`src/rtl/btn_mode_ctrl.sv`:
```
// Button command controller: maps debounced button pulses and the mode switch
// onto stopwatch run/clear and watch time-set controls, including the edit timeout.
module btn_mode_ctrl #(
  parameter int unsigned EDIT_TIMEOUT = 500_000_000
) (
  input  logic       clk,
  input  logic       reset,
  input  logic       i_mode,
  input  logic       i_btn_run_stop,
  input  logic       i_btn_clear,
  input  logic       i_btn_u,
  input  logic       i_btn_d,
  output logic       o_sw_run,
  output logic       o_sw_clear,
  output logic       o_w_edit,
  output logic [1:0] o_w_field,
  output logic       o_w_inc,
  output logic       o_w_dec
);

  localparam int unsigned CNT_W = $clog2(EDIT_TIMEOUT);
  localparam logic [CNT_W-1:0] CNT_LAST = CNT_W'(EDIT_TIMEOUT - 1);

  typedef enum logic [2:0] {
    SW_STOP  = 3'd0,
    SW_RUN   = 3'd1,
    SW_CLEAR = 3'd2,
    W_VIEW   = 3'd3,
    W_EDIT   = 3'd4
  } state_t;

  state_t           state, state_nxt;
  logic [1:0]       field, field_nxt;
  logic [CNT_W-1:0] cnt, cnt_nxt;
  logic             inc_q, inc_nxt;
  logic             dec_q, dec_nxt;
  logic             any_btn;

  // State, field, idle counter and action pulse registers
  always_ff @(posedge clk or negedge reset) begin
    if (!reset) begin
      state <= SW_STOP;
      field <= 2'd0;
      cnt   <= '0;
      inc_q <= 1'b0;
      dec_q <= 1'b0;
    end else begin
      state <= state_nxt;
      field <= field_nxt;
      cnt   <= cnt_nxt;
      inc_q <= inc_nxt;
      dec_q <= dec_nxt;
    end
  end

  // Next-state logic; mode switch overrides any button activity
  always_comb begin
    state_nxt = state;
    field_nxt = field;
    cnt_nxt   = '0;
    inc_nxt   = 1'b0;
    dec_nxt   = 1'b0;
    any_btn   = i_btn_run_stop | i_btn_clear | i_btn_u | i_btn_d;

    case (state)
      SW_STOP: begin
        if (i_mode)              state_nxt = W_VIEW;
        else if (i_btn_clear)    state_nxt = SW_CLEAR;
        else if (i_btn_run_stop) state_nxt = SW_RUN;
      end
      SW_RUN: begin
        if (i_mode)              state_nxt = W_VIEW;
        else if (i_btn_run_stop) state_nxt = SW_STOP;
      end
      SW_CLEAR: begin
        state_nxt = i_mode ? W_VIEW : SW_STOP;
      end
      W_VIEW: begin
        if (!i_mode) begin
          state_nxt = SW_STOP;
        end else if (i_btn_clear) begin
          state_nxt = W_EDIT;
          field_nxt = 2'd0;
        end
      end
      W_EDIT: begin
        if (!i_mode) begin
          state_nxt = SW_STOP;
        end else if (i_btn_clear) begin
          state_nxt = W_VIEW;
        end else begin
          if (i_btn_run_stop)           field_nxt = (field == 2'd2) ? 2'd0 : 2'(field + 2'd1);
          else if (i_btn_u && !i_btn_d) inc_nxt = 1'b1;
          else if (i_btn_d && !i_btn_u) dec_nxt = 1'b1;
          // Any pulse reloads the idle count; the final idle count exits edit
          if (any_btn)               cnt_nxt = '0;
          else if (cnt == CNT_LAST)  state_nxt = W_VIEW;
          else                       cnt_nxt = CNT_W'(cnt + CNT_W'(1));
        end
      end
      default: state_nxt = SW_STOP;
    endcase
  end

  assign o_sw_run   = (state == SW_RUN);
  assign o_sw_clear = (state == SW_CLEAR);
  assign o_w_edit   = (state == W_EDIT);
  assign o_w_field  = (state == W_EDIT) ? field : 2'd0;
  assign o_w_inc    = inc_q;
  assign o_w_dec    = dec_q;

endmodule

```
`config.mk`:
```
export PLATFORM = sky130hd
export DESIGN_NAME = btn_mode_ctrl
export DESIGN_NICKNAME = d
export VERILOG_FILES = /design/src/rtl/btn_mode_ctrl.sv
export SDC_FILE = /design/constraint.sdc
export NUM_CORES = 1
export LEC_CHECK = 0
export CAP_MARGIN = 10
export CORE_MARGIN = 3
export CORE_UTILIZATION = 33
export DETAILED_ROUTE_END_ITERATION = 16
export SYNTH_ARGS = -nofsm -noshare
export SYNTH_HDL_FRONTEND = slang
export SYNTH_SLANG_ARGS = --single-unit
```
`constraint.sdc`:
```
create_clock -name clk -period 2.8 [get_ports clk]
set_clock_uncertainty 0.1 [all_clocks]
set_input_delay 0.56 -clock clk [delete_from_list [all_inputs] [get_ports clk]]
set_output_delay 0.56 -clock clk [all_outputs]
set_load 0.01 [all_outputs]
```
==> run metrics <==
H-Tree Depth 2; met3 Track Usage GR 2.278%; pre-CTS setup slack 0.2362 ns; CTS buffer count 5; Die Y 82.76 µm; die width 82.76 µm; Post-Syn Area 0.001944 mm²; Worst-Skew Late Latency 0.30 ns; cell count after synthesis 206; Fin. Hold Viols 0; final worst-path cycle share 90.81%; final worst setup slack 0.2572 ns; final hold slack 0.2505 ns; port bufs 13; vias 1481; final critical-path required period 2.543 ns; DRT iter0 DRCs 78; CP Cell Sequence nor2_1 -> nand2_1 -> inv_1 -> and2_1 -> clkdlybuf4s50_1; clock sinks 36; initial antenna violation count 0; # hold bufs at CTS 0; Post-synth EDFFs 0; VDD IR max 0.2294 mV; worst hold path class input port to asynchronous set/reset pin; Layout area overhead 16.02%; Initial Util 34.67%; Layout Cells excl Fill 295; Worst slew margin 46.68%; arrival time worst endpoint 1.88 ns; Synth warnings 0; status completed; met1 Track Usage GR 18.18%; clock-pin slew on the worst setup and hold paths 0.08 ns; cell taking the most area after synthesis dfrtp_1; Post-Route WL 3.816 mm; ys flop type dfrtp_1; Overall Global Routing Usage 13.03%; CTS tree yes; count leader, synth dfrtp_1; Ant. Diodes 0; largest net degree at the start of global routing 37; DRC 0; data required time at the worst endpoint 2.14 ns; Max Cap Violations 0; setup tns final 0 ns; core area 0.005608 mm²; Post-synth top cells dfrtp_1 (36), nor2_1 (33), xor2_1 (20), nand3_1 (17), nand2_1 (14); vias in the first global route 1440; Leakage Power 0.9214 nW; # resized after CTS 0; Max FO, Critical Path 7; first-pass GRT wire length 6.748 mm; post-synthesis sequential area ratio 46.33%; IO Count 14; share of the synthesized area in the top cell type 46.33%; Slew Limit Fails 0; largest stage delay on the critical path 0.55 ns; layout cells sized above 1 9.865%; critical path type flip-flop to primary output; crit-path leading delay family buffers and inverters; vias per cell 5.020; Setup Fix Bufs, Post-CTS 0; nets 230; DP Cell Count 287; unrepaired setup endpoints after global routing false; Synth Register Bits 36; Clk Tree Root Cell clkbuf_8; crit path launch type flip-flop; # rows 27; die area 0.006849 mm²; Pwr Density 514.3 mW/mm²; Detailed Place HPWL 2.647 mm; Netlist cell types 40; Global Route met2 Usage 18.91%; clk buf depth 2; drt pass-1 iters 4; busiest grt layer met2; Worst Tran Pin Value 0.7999 ns; Net Count, Synth 214; Mean Syn Cell Area 9.439 µm²; final antenna-violating net count 0; fmax 393.3 MHz; WP buf/inv 2; Max stage delay cell, worst path clkdlybuf4s50_1; # setup viols final 0; total gr overflow 0; Post-synth ARST share 100.0%; mean routed wirelength per cell 12.94 µm; crit path capture type primary output; top post-synthesis cells by area dfrtp_1 (46%), xor2_1 (9.0%), nor2_1 (6.4%), nand3_1 (4.4%), nand4_1 (3.2%); gpl congestion 0.7823
==> cells in the final DEF, fill, tap and decap left out, types with 2 or more instances in the layout <==
cell and n:
nor3b_1 2, inv_1 6, nand2_1 14, nand4_1 10, clkdlybuf4s50_1 12, nand3_1 17
a21oi_1 7, dfrtp_1 36, clkbuf_8 5, or3_1 2, xor2_1 20, nand4_2 2
nor2_1 33, nand2b_1 2, o21ai_0 4, nor2b_1 3, buf_4 2, nor4b_1 3
and4_1 4, nor3_1 6, xnor2_1 4, and3_1 6
==> kinds of logic (layout without fill, tap and decap cells) <==
family	count (synthesis)	count (layout)	synth area share [%]
compound gates	17	17	6.114
xor+xnor	24	24	10.81
fa+ha+maj	1	1	0.6434
buf+inv	12	29	2.702
flops	36	36	46.33
mux	2	2	1.094
simple gates	114	114	32.30
==> per-stage QoR <==
step	util (%)	instance area [µm²]	power, mW
3_5_place_dp	38.24	2145	0.7137
2_1_floorplan	-	1944	0.6484
6_report	40.23	2256	1.160
3_3_place_gp	38.24	2145	0.7130
5_1_grt	40.23	2256	1.212
4_1_cts	40.23	2256	1.178
==> worst reg2reg max path, delay by kind of cell, from the launching register on <==
kind / cells / cell delay [ns]
AND/OR/NAND/NOR: 4 / 1.18
AO/OA/AOI/OAI: 1 / 0.56
flip-flops: 1 / 0.45
==> final cells by class <==
class / count / area, µm²
Clock buffer: 5 / 68.82
Tap cell: 72 / 90.09
Fill cell: 590 / 3352
Inverter: 6 / 22.52
Multi-Input combinational cell: 158 / 991.0
Clock inverter: 3 / 42.54
Timing Repair Buffer: 15 / 140.1
Sequential cell: 36 / 900.9
==> sequential cells by signal (all words and copies together) (netlist names) <==
register / cells
o_w_dec: 1
field: 2
cnt: 29
o_w_inc: 1
state: 3
==> power by group <==
group | leakage (nW) | internal (mW) | total [mW] | switching [mW]
sequential | 0.498 | 0.539 | 0.568 | 0.0284
clock | 0.0541 | 0.263 | 0.458 | 0.195
combinational | 0.369 | 0.0712 | 0.134 | 0.0628
total | 0.921 | 0.874 | 1.16 | 0.286
==> worst paths after layout <==
kind                       startpoint      endpoint  slack (ns)  depth (start not counted)
min                             reset        cnt[6]        0.25                          1
max in group asynchronous       reset       cnt[26]        1.84                          1
max                          state[1]  o_w_field[0]        0.26                          5
min in group clk               cnt[0]        cnt[0]        0.41                          1
min reg2reg                    cnt[0]        cnt[0]        0.41                          1
max reg2reg                   cnt[17]        cnt[4]        0.36                          5
==> layer usage <==
layer,vias to the layer above,share of wire (%)
met5,-,0
met4,0,2.1
met3,7,3.6
met2,17,43
met1,704,51
li1,753,-
Note: power is estimated with default switching activity, not from simulation.
